### src/rtl/lime_io_pkg.sv
// Shared defaults for the lime I/O bridge: word width, queue depths and
// bit positions of the sticky status flags.
package lime_io_pkg;

    localparam int LIME_WIDTH     = 16;
    localparam int LIME_IN_DEPTH  = 4;
    localparam int LIME_OUT_DEPTH = 4;

    localparam int FLAG_IN_UNDERFLOW = 0;
    localparam int FLAG_OUT_OVERFLOW = 1;
    localparam int FLAG_BITS         = 2;

    typedef logic [FLAG_BITS-1:0] flags_t;

    // A flag event in the same cycle as a clear wins, so the flag stays set.
    function automatic flags_t update_flags(flags_t cur, flags_t events, logic clear);
        return (clear ? '0 : cur) | events;
    endfunction

endpackage

### src/rtl/lime_io_if.sv
// Producer/consumer handshakes plus the core-side data and strobes seen by
// the bridge; the bridge takes the slave view.
interface lime_io_if
    import lime_io_pkg::*;
#(
    parameter int WIDTH = LIME_WIDTH
) ();

    logic [WIDTH-1:0] ext_in_data;
    logic             ext_in_valid;
    logic             ext_in_ready;
    logic [WIDTH-1:0] main_input;
    logic             proc_in_ack;
    logic [WIDTH-1:0] main_output;
    logic             proc_out_strobe;
    logic [WIDTH-1:0] ext_out_data;
    logic             ext_out_valid;
    logic             ext_out_ready;

    modport slave (
        input  ext_in_data, ext_in_valid, proc_in_ack, main_output,
               proc_out_strobe, ext_out_ready,
        output ext_in_ready, main_input, ext_out_data, ext_out_valid
    );

    modport master (
        output ext_in_data, ext_in_valid, proc_in_ack, main_output,
               proc_out_strobe, ext_out_ready,
        input  ext_in_ready, main_input, ext_out_data, ext_out_valid
    );

endinterface

### src/rtl/lime_sync_fifo.sv
// Single-clock FIFO with binary wrapping pointers and an occupancy count;
// push while full and pop while empty are ignored.
module lime_sync_fifo #(
    parameter int WIDTH = 16,
    parameter int DEPTH = 4
) (
    input  logic                     clk,
    input  logic                     rst_n,
    input  logic                     push,
    input  logic                     pop,
    input  logic [WIDTH-1:0]         wdata,
    output logic [WIDTH-1:0]         rdata,
    output logic                     full,
    output logic                     empty,
    output logic [$clog2(DEPTH):0]   count
);

    localparam int AW = $clog2(DEPTH);
    localparam int CW = AW + 1;

    logic [WIDTH-1:0] mem_q [DEPTH];
    logic [AW-1:0]    wr_ptr_q, wr_ptr_d;
    logic [AW-1:0]    rd_ptr_q, rd_ptr_d;
    logic [CW-1:0]    count_q, count_d;
    logic             push_ok, pop_ok;

    assign full    = (count_q == CW'(DEPTH));
    assign empty   = (count_q == '0);
    assign push_ok = push && !full;
    assign pop_ok  = pop && !empty;
    assign rdata   = mem_q[rd_ptr_q];
    assign count   = count_q;

    // NOTE: every always_comb output gets a default first, otherwise a missed branch infers a latch.
    always_comb begin
        wr_ptr_d = wr_ptr_q;
        rd_ptr_d = rd_ptr_q;
        count_d  = count_q;
        if (push_ok) begin
            wr_ptr_d = wr_ptr_q + 1'b1;
            count_d  = count_d + 1'b1;
        end
        if (pop_ok) begin
            rd_ptr_d = rd_ptr_q + 1'b1;
            count_d  = count_d - 1'b1;
        end
    end

    // NOTE: state flops use non-blocking assignment so every flop samples pre-edge values.
    always_ff @(posedge clk or negedge rst_n) begin
        if (!rst_n) begin
            wr_ptr_q <= '0;
            rd_ptr_q <= '0;
            count_q  <= '0;
        end else begin
            wr_ptr_q <= wr_ptr_d;
            rd_ptr_q <= rd_ptr_d;
            count_q  <= count_d;
        end
    end

    // NOTE: storage is not reset; the count alone decides which entries are valid.
    always_ff @(posedge clk) begin
        if (push_ok) begin
            mem_q[wr_ptr_q] <= wdata;
        end
    end

endmodule

### src/rtl/lime_io_bridge.sv
// Buffered I/O stage around the 16-bit core: input queue feeding main_input,
// output queue capturing main_output, and sticky underflow/overflow flags.
module lime_io_bridge
    import lime_io_pkg::*;
#(
    parameter int WIDTH     = LIME_WIDTH,
    parameter int IN_DEPTH  = LIME_IN_DEPTH,
    parameter int OUT_DEPTH = LIME_OUT_DEPTH
) (
    input  logic                        clk,
    input  logic                        rst_n,
    lime_io_if.slave                    io,
    output logic [$clog2(IN_DEPTH):0]   in_count,
    output logic [$clog2(OUT_DEPTH):0]  out_count,
    output logic                        in_underflow,
    output logic                        out_overflow,
    input  logic                        clear_flags
);

    logic [WIDTH-1:0] in_head, out_head;
    logic             in_full, in_empty, out_full, out_empty;
    logic             in_push, in_pop, out_push, out_pop;
    logic [WIDTH-1:0] hold_q, hold_d;
    flags_t           flags_q, flags_d, flag_events;

    // Ready depends only on registered fullness: a pop never frees a slot for the same edge.
    assign in_push  = io.ext_in_valid && !in_full;
    assign in_pop   = io.proc_in_ack && !in_empty;
    assign out_push = io.proc_out_strobe && !out_full;
    assign out_pop  = io.ext_out_ready && !out_empty;

    lime_sync_fifo #(.WIDTH(WIDTH), .DEPTH(IN_DEPTH)) u_in_fifo (
        .clk   (clk),
        .rst_n (rst_n),
        .push  (in_push),
        .pop   (in_pop),
        .wdata (io.ext_in_data),
        .rdata (in_head),
        .full  (in_full),
        .empty (in_empty),
        .count (in_count)
    );

    lime_sync_fifo #(.WIDTH(WIDTH), .DEPTH(OUT_DEPTH)) u_out_fifo (
        .clk   (clk),
        .rst_n (rst_n),
        .push  (out_push),
        .pop   (out_pop),
        .wdata (io.main_output),
        .rdata (out_head),
        .full  (out_full),
        .empty (out_empty),
        .count (out_count)
    );

    always_comb begin
        flag_events                    = '0;
        flag_events[FLAG_IN_UNDERFLOW] = io.proc_in_ack && in_empty;
        flag_events[FLAG_OUT_OVERFLOW] = io.proc_out_strobe && out_full;
        flags_d                        = update_flags(flags_q, flag_events, clear_flags);
        hold_d                         = in_pop ? in_head : hold_q;
    end

    always_ff @(posedge clk or negedge rst_n) begin
        if (!rst_n) begin
            hold_q  <= '0;
            flags_q <= '0;
        end else begin
            hold_q  <= hold_d;
            flags_q <= flags_d;
        end
    end

    // With the input queue drained the core keeps seeing the last word it consumed.
    assign io.main_input    = in_empty ? hold_q : in_head;
    assign io.ext_in_ready  = !in_full;
    assign io.ext_out_valid = !out_empty;
    assign io.ext_out_data  = out_head;
    assign in_underflow     = flags_q[FLAG_IN_UNDERFLOW];
    assign out_overflow     = flags_q[FLAG_OUT_OVERFLOW];

endmodule

### src/flat_wrapper.sv
// flat-port wrapper written by rule: the top's interface ports become plain ports
module lime_io_bridge_flat import lime_io_pkg::*;
#(
    parameter int WIDTH     = LIME_WIDTH,
    parameter int IN_DEPTH  = LIME_IN_DEPTH,
    parameter int OUT_DEPTH = LIME_OUT_DEPTH
)
  (clk, rst_n, in_count, out_count, in_underflow, out_overflow, clear_flags, io_ext_in_data, io_ext_in_valid, io_proc_in_ack, io_main_output, io_proc_out_strobe, io_ext_out_ready, io_ext_in_ready, io_main_input, io_ext_out_data, io_ext_out_valid);
  lime_io_if #(.WIDTH(WIDTH)) io_i ();
  input  logic clk;
  input  logic rst_n;
  output logic [$clog2(IN_DEPTH):0] in_count;
  output logic [$clog2(OUT_DEPTH):0] out_count;
  output logic in_underflow;
  output logic out_overflow;
  input  logic clear_flags;
  input wire logic [$bits(io_i.ext_in_data)-1:0] io_ext_in_data;
  input wire logic [$bits(io_i.ext_in_valid)-1:0] io_ext_in_valid;
  input wire logic [$bits(io_i.proc_in_ack)-1:0] io_proc_in_ack;
  input wire logic [$bits(io_i.main_output)-1:0] io_main_output;
  input wire logic [$bits(io_i.proc_out_strobe)-1:0] io_proc_out_strobe;
  input wire logic [$bits(io_i.ext_out_ready)-1:0] io_ext_out_ready;
  output wire logic [$bits(io_i.ext_in_ready)-1:0] io_ext_in_ready;
  output wire logic [$bits(io_i.main_input)-1:0] io_main_input;
  output wire logic [$bits(io_i.ext_out_data)-1:0] io_ext_out_data;
  output wire logic [$bits(io_i.ext_out_valid)-1:0] io_ext_out_valid;
  assign io_i.ext_in_data = io_ext_in_data;
  assign io_i.ext_in_valid = io_ext_in_valid;
  assign io_i.proc_in_ack = io_proc_in_ack;
  assign io_i.main_output = io_main_output;
  assign io_i.proc_out_strobe = io_proc_out_strobe;
  assign io_i.ext_out_ready = io_ext_out_ready;
  assign io_ext_in_ready = io_i.ext_in_ready;
  assign io_main_input = io_i.main_input;
  assign io_ext_out_data = io_i.ext_out_data;
  assign io_ext_out_valid = io_i.ext_out_valid;
  lime_io_bridge #(.WIDTH(WIDTH), .IN_DEPTH(IN_DEPTH), .OUT_DEPTH(OUT_DEPTH)) u_core (.clk(clk), .rst_n(rst_n), .io(io_i), .in_count(in_count), .out_count(out_count), .in_underflow(in_underflow), .out_overflow(out_overflow), .clear_flags(clear_flags));
endmodule
### config.mk
export PLATFORM = sky130hd
export DESIGN_NAME = lime_io_bridge_flat
export DESIGN_NICKNAME = d
export VERILOG_FILES = /design/src/rtl/lime_io_pkg.sv /design/src/rtl/lime_io_if.sv /design/src/rtl/lime_sync_fifo.sv /design/src/rtl/lime_io_bridge.sv /design/src/flat_wrapper.sv
export SDC_FILE = /design/constraint.sdc
export NUM_CORES = 1
export LEC_CHECK = 0
export CORE_MARGIN = 2
export CORE_UTILIZATION = 59
export CTS_CLUSTER_DIAMETER = 30
export CTS_CLUSTER_SIZE = 14
export DETAILED_ROUTE_END_ITERATION = 8
export HOLD_SLACK_MARGIN = 0.02
export MAX_ROUTING_LAYER = met4
export PLACE_DENSITY_LB_ADDON = 0.2
export SLEW_MARGIN = 20
export SYNTH_ARGS = -nofsm -noshare
export SYNTH_HDL_FRONTEND = slang
export SYNTH_SLANG_ARGS = --single-unit
### constraint.sdc
create_clock -name clk -period 6.35 [get_ports clk]
set_clock_uncertainty 0.1 [all_clocks]
set_input_delay 0.9525 -clock clk [delete_from_list [all_inputs] [get_ports clk]]
set_output_delay 0.9525 -clock clk [all_outputs]
set_load 0.05 [all_outputs]
==> metrics.yaml, run 1 <==
synth_cell_type_count: 31
ant_nets: 0
ys_seq_elements: 160
worstPathRequired_ns: 5.30
die-width_um: 108
vdd_ir_drop_max_uv: 341
synth_mux_area_frac: 0.179
synth_area_per_cell_um2: 20.5
nFillCells: 658
grtUsageMet3: 0.0470
drt-initial-drc-count: 161
cts_tree: "built"
finalSetupViolCount: 0
viasPerCell: 5.73
cp-end-kind: "primary output"
clk_latency_ns: 0.52
io_pins: 81
critPathKind: "flop to primary output"
worst-r2r-cell-count: 4
drc: 0
wirelength_um: 10900
grt.busiest_layer: "met2"
synth_fa_ha_area_frac: 0.0272
track_usage: 0.212
start_util: 0.598
seq_area_mm2: 0.00465
drv_cap: 0
timing.final.hold_violations: 0
synth-xor-area-share: 0.0150
ctsResizeCount: 0
ctsLongestPathBuffers: 2
grt_pass1_vias: 3406
cts.sink_count: 160
hold_buffers: 0
h-tree-depth: 4
layout_commonest_cell: "edfxtp_1"
crit_fanout: 18
slew_violations: 0
synthCells: 313
setup_ws_ns: 2.06
dp_hpwl_um: 6650
gp_congestion: 0.721
synthSimpleGateAreaFrac: 0.0224
use_met1: 0.268
syn_to_final_growth_pct: 23.7
syn_nets: 366
preCtsSetupSlack_ns: 2.57
wl_per_cell_um: 19.7
post_route_cells_drive_above_1_share: 0.229
nNetsFinal: 455
min-delay-start: "u_core.hold_q[13]"
die_h_um: 108
relSlewSlack: 0.310
overflow: 0
start_kind: "flop"
rr_endpoint: "u_core.u_out_fifo.mem_q[1][0]"
via_count: 3178
use_met2: 0.341
diodes: 0
fin_crit_sh: 0.676
synth_area_mm2: 0.00643
clk_pin_slew_ns: 0.07
numCtsBuffers: 17
core_area_mm2: 0.0107
r2r_start: "u_core.u_out_fifo.count[0]"
yosysSeqAreaShare: 0.722
port_buffers: 80
power_density_mw_per_mm2: 572
fin_setup_tns_ns: 0
synth_top_family_by_area: "multiplexers"
utilization: 0.740
power.leakage_nw: 2.85
cts_setup_buffers: 0
synth-compound-area-share: 0.0154
hold_end: "u_core.hold_q[13]"
num_rows: 38
grt_max_degree: 33
hold_class: "flop to flop"
status: "complete, no violations"
fmax_ghz: 0.233
grt_pass1_wl_um: 17500
multi_input_area_mm2: 0.00167
rsz0062_at_grt: "false"
period_minus_slack_ns: 4.29
worstPathArrival_ns: 3.24
hold_depth: 1
dpl.cell_count: 523
dieArea_mm2: 0.0117
tightest_slew_ns: 1.03
antenna_found_initial: 0
root_buffer: "clkbuf_8"
stdcell_count: 555
reg2reg_slack_ns: 3.94
firstDrtPassIters: 4
layout_common_cells: "128 x edfxtp_1, 80 x clkdlybuf4s50_1, 32 x mux2_2, 31 x dfrtp_1, 24 x mux4_2"
yosysWarnings: 0
## layout make-up
| class | count | area share |
|---|---|---|
| Clock buffer | 18 | 0.0538 |
| Clock inverter | 14 | 0.0239 |
| Inverter | 11 | 0.00519 |
| Multi-Input combinational cell | 131 | 0.210 |
| Sequential cell | 160 | 0.584 |
| Tap cell | 140 | 0.0220 |
| Timing Repair Buffer | 81 | 0.102 |
## kinds of logic (layout without fill, tap and decap cells)
family,Yosys count,after routing
AOI/OAI and AO/OA,13,13
xor gates and xnor gates,11,11
adders and majority gates,14,14
buffers and inverters,22,124
DFF,160,160
muxes,68,68
and+or+nand+nor,25,25
## worst max path at each step
stage / startpoint / endpoint / slack (ns)
6_report: u_core.u_in_fifo.rd_ptr_q[0] / io_main_input[14] / 2.06
2_1_floorplan: u_core.u_in_fifo.count[0] / io_main_input[2] / 3.34
3_3_place_gp: u_core.u_in_fifo.rd_ptr_q[0] / io_main_input[13] / 2.58
5_1_grt: u_core.u_in_fifo.rd_ptr_q[0] / io_main_input[14] / 1.90
3_5_place_dp: u_core.u_in_fifo.rd_ptr_q[0] / io_main_input[14] / 2.57
4_1_cts: u_core.u_in_fifo.rd_ptr_q[0] / io_main_input[14] / 2.01
## routing by layer
| layer | share of wire | vias to the layer above |
|---|---|---|
| li1 | - | 1429 |
| met1 | 0.43 | 1646 |
| met2 | 0.51 | 85 |
| met3 | 0.039 | 18 |
| met4 | 0.016 | 0 |
| met5 | 0 | - |
## report_power, final
part           switching (W)  internal [W]  leakage [nW]
sequential          0.000205       0.00142          1.55
clock               0.000422      0.000624         0.302
combinational        0.00110      0.000776         0.998
## critical path: stages, from the launching register on
cell and delay, ns:
dfrtp_1 1.02, mux4_1 0.68, mux2_2 0.30, clkdlybuf4s50_1 0.70
## metrics by stage
step / cell area (um^2) / hold slack (ns) / power, W
after floorplan: 6430 / 0.375 / 0.00298
after global placement: 7330 / 0.385 / 0.00349
after detailed placement: 7330 / 0.391 / 0.00353
after CTS: 7950 / 0.408 / 0.00459
after global routing: 7960 / 0.421 / 0.00477
final: 7960 / 0.404 / 0.00455
## cell usage after synthesis, drive strengths merged
library cell | instances | area [um^2]
a21bo | 1 | 10.0
nand3b | 2 | 15.0
inv | 11 | 41.3
clkbuf | 2 | 7.51
nor3b | 1 | 7.51
buf | 9 | 71.3
nand2 | 7 | 28.8
dfrtp | 32 | 801
a21oi | 1 | 5.00
edfxtp | 128 | 3840
mux2i | 4 | 40.0
xor2 | 3 | 26.3
nand3 | 4 | 20.0
o21ai | 4 | 20.0
and4b | 1 | 10.0
and2 | 8 | 50.1
a21o | 1 | 7.51
o22ai | 1 | 6.26
a211oi | 1 | 7.51
o211a | 2 | 20.0
ha | 14 | 175
mux2 | 32 | 360
mux4 | 32 | 751
xnor2 | 8 | 70.1
nand2b | 2 | 12.5
a21boi | 2 | 22.5
## sequential cells by signal, indices dropped and copies added (netlist names)
| signal | flops |
|---|---|
| u_core.u_out_fifo.wr_ptr_q | 2 |
| u_core.u_in_fifo.wr_ptr_q | 2 |
| u_core.u_out_fifo.rd_ptr_q | 2 |
| u_core.flags_q | 2 |
| u_core.u_in_fifo.rd_ptr_q | 2 |
| u_core.u_in_fifo.count | 3 |
| u_core.u_in_fifo.mem_q | 64 |
| u_core.hold_q | 16 |
| u_core.u_out_fifo.mem_q | 64 |
| u_core.u_out_fifo.count | 3 |
Note: power is estimated with default switching activity, not from simulation.
==> run 2, diff against run 1 <==
CORE_UTILIZATION = 50   (was 59)
clock period = 3.5 ns   (was 6.35 ns; I/O delays follow)
==> run 2 against run 1 <==
Compared with the run above: sequential share of layout area down 1.0 points; flip-flop and latch count stayed put; worst setup slack lost 1.9 ns; clock-buffer cell count grew 4; final cell count is 8.1% higher; critical endpoint unchanged; clock power grew 81%; via count is 0.98% lower; power increased by 83%; first-iteration DRC count down 12%; register-to-register slack worse by 2.7 ns; hold slack got worse by 0.32 ns; critical path depth up 1.
==> metrics.yaml, run 2 (synthesized netlist as in run 1, its figures left out) <==
diodes: 0  # unchanged
num_rows: 41  # +7.9%
worst-path-buf-inv: 2  # +1
io_pins: 81  # unchanged
gp_congestion: 0.676  # -6.2%
drv_cap: 0  # unchanged
fmax_ghz: 0.299
reg2reg_slack_ns: 1.21  # -2.73 ns
worstPathArrival_ns: 2.72  # -0.52 ns
layout_common_cells: "128 x edfxtp_1, 78 x clkdlybuf4s50_1, 32 x mux2_2, 32 x dfrtp_1, 24 x mux4_2"
wl_met1_um: 4810  # +1.9%
dp_hpwl_um: 7010  # +5.5%
maxUsedRoutingLayer: "met4"
clk_pin_slew_ns: 0.06  # about the same
start_util: 0.512  # -0.0868
nNetsFinal: 468  # +2.9%
grt_max_degree: 33  # unchanged
critPathKind: "flop to primary output"
root_buffer: "clkbuf_16"
power_density_mw_per_mm2: 1030  # +80%
r2r_start: "u_core.u_out_fifo.count[0]"
ctsLongestPathBuffers: 2  # unchanged
hold_ws_ns: 0.0871  # -0.316 ns
period_minus_slack_ns: 3.34
worst-r2r-cell-count: 8  # +4
die_h_um: 117  # +8.3%
antenna_found_initial: 0  # unchanged
grt_pass1_vias: 3396  # -0.29%
crit_family: "buffers and inverters"
worstPathRequired_ns: 2.87  # -2.43 ns
clk_latency_ns: 0.41  # -0.11 ns
viasPerCell: 5.25  # -8.4%
syn_to_final_growth_pct: 25.9
cts_setup_buffers: 0  # unchanged
cp_slowest_cell: "clkdlybuf4s50_1"
ctsResizeCount: 0  # unchanged
max_stage_delay_ns: 0.70  # -0.32 ns
via_count: 3147  # -0.98%
hold_class: "primary input to asynchronous set/reset pin"
relSlewSlack: 0.465  # +0.154
reg_top3: "u_core.u_in_fifo.mem_q: 64 flops, u_core.u_out_fifo.mem_q: 64 flops, u_core.hold_q: 16 flops"
wirelength_um: 11200  # +2.5%
hold_buffers: 0  # unchanged
fin_crit_sh: 0.955
core_area_mm2: 0.0126  # +17%
ant_nets: 0  # unchanged
die-width_um: 117  # +8.3%
dieArea_mm2: 0.0138  # +17%
drc: 0  # unchanged
multi_input_area_mm2: 0.00167  # -0.15%
overflow: 0  # unchanged
cp-end-kind: "primary output"
power.leakage_nw: 2.91  # +2.1%
crit_chain: "buf_12 > mux4_1 > mux2_2 > clkdlybuf4s50_1"
met3_length_um: 512  # +20%
post_route_cells_drive_above_1_share: 0.243  # +0.0141
timing.final.hold_violations: 0  # unchanged
drt-initial-drc-count: 141  # -12%
met2WireLength_um: 5690  # +1.8%
crit_fanout: 15  # -3
nFillCells: 912  # +39%
seq_area_mm2: 0.00464  # about the same
power.total_w: 0.00834  # +83%
cts_tree: "built"
vdd_ir_drop_max_uv: 642  # +88%
h-tree-depth: 4  # unchanged
rsz0062_at_grt: "false"
wl_per_cell_um: 18.6  # -5.2%
rr_endpoint: "u_core.u_out_fifo.count[2]"
cts.sink_count: 160  # unchanged
start_kind: "flop"
fin_setup_tns_ns: 0  # unchanged
finalSetupViolCount: 0  # unchanged
numCtsBuffers: 17  # unchanged
port_buffers: 80  # unchanged
tightest_slew_ns: 0.803  # -0.231 ns
grt_pass1_wl_um: 18100  # +3.7%
track_usage: 0.182  # -0.0301
layout_commonest_cell: "edfxtp_1"
slew_violations: 0  # unchanged
status: "complete, no violations"
firstDrtPassIters: 4  # unchanged
## run 2: cell types whose count changed in the layout (fill, tap and decap cells not counted), moves of 2 or more
| cell | change |
|---|---|
| buf_4 | +13 |
| inv_6 | -6 |
| clkbuf_1 | +4 |
| clkdlybuf4s50_1 | -2 |
| clkinv_2 | +2 |
| clkinvlp_4 | +2 |
| inv_8 | -2 |
## run 2: cell type report
type,instances,share of cell area
Timing Repair Buffer,94,0.113
Clock buffer,22,0.0561
Multi-Input combinational cell,131,0.206
Clock inverter,10,0.0199
Inverter,11,0.00510
Sequential cell,160,0.574
Tap cell,172,0.0266
## run 2: worst reg2reg max path, cell delays in order (launching register included)
cell and delay [ns]:
dfrtp_1 0.42, inv_1 0.06, ha_1 0.26, a21boi_2 0.37, mux2i_1 0.16, ha_1 0.25, a21bo_2 0.24, o211a_1 0.12
nor3b_1 0.22
## run 2: per-stage QoR
stage,util,worst slack (ns),std cells,instance area [um^2]
finish,0.644,0.158,600,8090
global route,0.644,0.0537,600,8090
CTS,0.644,0.104,600,8090
detailed placement,0.595,0.565,568,7480
global placement,0.595,0.561,568,7480
floorplan,-,0.917,313,6430
## run 2: how the worst max path moves through the flow
| stage | start | endpoint | slack (ns) | depth (start not counted) |
|---|---|---|---|---|
| global route | u_core.u_in_fifo.rd_ptr_q[0] | io_main_input[13] | 0.05 | 4 |
| global placement | u_core.u_in_fifo.rd_ptr_q[0] | io_main_input[14] | 0.56 | 4 |
| CTS | u_core.u_in_fifo.rd_ptr_q[0] | io_main_input[14] | 0.10 | 4 |
| floorplan | u_core.u_in_fifo.count[0] | io_main_input[2] | 0.92 | 6 |
| finish | u_core.u_in_fifo.rd_ptr_q[0] | io_main_input[14] | 0.16 | 4 |
| detailed placement | u_core.u_in_fifo.rd_ptr_q[0] | io_main_input[14] | 0.57 | 4 |
## run 2: per-layer routing
| layer | global-route usage | vias to the layer above |
|---|---|---|
| li1 | - | 1441 |
| met1 | 0.215 | 1617 |
| met2 | 0.301 | 75 |
| met3 | 0.0472 | 14 |
| met4 | 0.0745 | 0 |
| met5 | - | - |
## run 2: power by group
| part | switching (W) | internal (W) |
|---|---|---|
| sequential | 0.000205 | 0.00258 |
| combinational | 0.00218 | 0.00148 |
| clock | 0.000686 | 0.00121 |
==> edit (config.mk and constraints of run 2) <==
The package constant `LIME_OUT_DEPTH` goes from 4 to 8.
--- a/src/rtl/lime_io_pkg.sv
+++ b/src/rtl/lime_io_pkg.sv
@@ -4,7 +4,7 @@
 
     localparam int LIME_WIDTH     = 16;
     localparam int LIME_IN_DEPTH  = 4;
-    localparam int LIME_OUT_DEPTH = 4;
+    localparam int LIME_OUT_DEPTH = 8;
 
     localparam int FLAG_IN_UNDERFLOW = 0;
     localparam int FLAG_OUT_OVERFLOW = 1;
Ports: changed (resized out_count); port bits go from 81 to 82. No check against the original RTL was run, so the function may have changed too.
==> edit against run 2 <==
Via count up 43%. Total power up 48%. Cell area up 45%. Die area up 41%. Synthesized area up 42%. Wire length up 54%. Sequential cell count up 67. Worst setup slack worse by 0.00057 ns. Critical path type unchanged. Largest cell class unchanged. Largest power group unchanged.
==> edit: results (changes against run 2) <==
[sta]
relSlewSlack_pct = 38.7  ; -7.8 points
whs_ns = 0.0434  ; -0.0437 ns
fin_crit_sh_pct = 95.5  ; about the same

[grt]
track_usage_pct = 18.9  ; +0.70 points
use_met1_pct = 23.3  ; +1.8 points
grt_util_met3_pct = 4.75  ; +0.031 points
grt_pass1_vias = 4892  ; +44%
grt_max_degree = 36  ; +9.1%
grt_pass1_wl_um = 27400  ; +51%

[drt]
vias = 4509  ; +43%
dr_wl_met2_um = 9000  ; +58%
wl_met1_um = 7180  ; +49%
routed_via_density = 5.48  ; +4.5%

[cells_and_area]
n_fill_cell = 1181  ; +29%
clk_share_pct = 12.2  ; +4.5 points
top_regs = u_core.u_out_fifo.mem_q x128, u_core.u_in_fifo.mem_q x64, u_core.hold_q x16
nNetsFinal = 612  ; +31%
num-nonclk-buffers = 101  ; +7.4%
nClkBuffers = 49  ; +120%
final_layout_size_suffix_gt1_share_pct = 32.0  ; +7.7 points
final_area_sq_um = 11700  ; +45%
multi_input_area_share_pct = 20.2  ; -0.33 points
buf_share_pct = 8.16  ; -3.1 points
numSequentialCells = 227  ; +42%
antennaDiodeCount = 1  ; +1

[pwr]
p_int_uw = 8050  ; +53%
p_leak_uw = 0.00430  ; +48%
vdd_ir_drop_max_uv = 963  ; +50%

[cts]
clk_path_buf_depth = 3  ; +1
clkLatencyLatePin_ns = 0.51  ; +0.10 ns
htree_levels = 2  ; -2

[synth]
syn-num-nets = 487  ; +33%
netlist_instances = 436  ; +39%
synthXorXnorAreaFrac_pct = 1.44  ; -0.062 points
ys_top_cells_by_count = edfxtp_1 (192), mux2_2 (50), dfrtp_1 (35), mux4_1 (25), mux4_2 (23)
yosysTopAreaCellShare_pct = 63.0  ; +3.3 points
async_flop_share_pct = 15.4  ; -4.6 points
synth.yosys.seq_area_share_pct = 72.6  ; +0.37 points
synthTopCellsByArea = edfxtp_1 (63%), dfrtp_1 (9.6%), mux4_1 (7.2%), mux2_2 (6.2%), mux4_2 (5.7%)
synth_mux_area_share_pct = 19.3  ; +1.4 points

[die]
rows = 49  ; +20%

[setup_path]
cp-endpoint = io_main_input[12]
rrSetupSlack_ns = 1.04  ; -0.17 ns
critical_path.max_fanout = 16  ; +1

[placement]
gp_congestion = 0.743  ; +9.9%
place_area_sq_um = 10300  ; +37%
dp_cells = 747  ; +32%
hpwl_um = 9720  ; +39%
place_ws_ns = 0.569  ; +0.00423 ns

[run_status]
status = finished clean

[edit: cell count changes after synthesis, sizes merged, moves of 3 or more]
cell | run 2 | this run
mux2 | 32 | 50
buf | 9 | 14
clkbuf | 2 | 5
and2 | 8 | 4
nor3 | 0 | 4
nor2 | 0 | 4
xnor2 | 8 | 13
dfrtp | 32 | 35
edfxtp | 128 | 192
nand2 | 7 | 10
mux4 | 32 | 48
[edit: power by group through the flow]
stage / Clock (uW) / Sequential (uW) / Combinational, uW
finish: 4000 / 3860 / 4520
global route: 4200 / 3920 / 4790
CTS: 4070 / 3860 / 4600
detailed placement: 0 / 3900 / 4570
global placement: 0 / 3860 / 4510
floorplan: 0 / 3940 / 3210
[edit: worst reg2reg max path: cells and delay by family (launching register included)]
family	cells	cell delay (ns)
AND/OR/NAND/NOR	3	0.66
buffers and inverters	1	0.13
flip-flops	1	0.42
AO/OA/AOI/OAI	2	0.27
multiplexers	1	0.27
adder cells (fa/ha/maj)	2	0.49
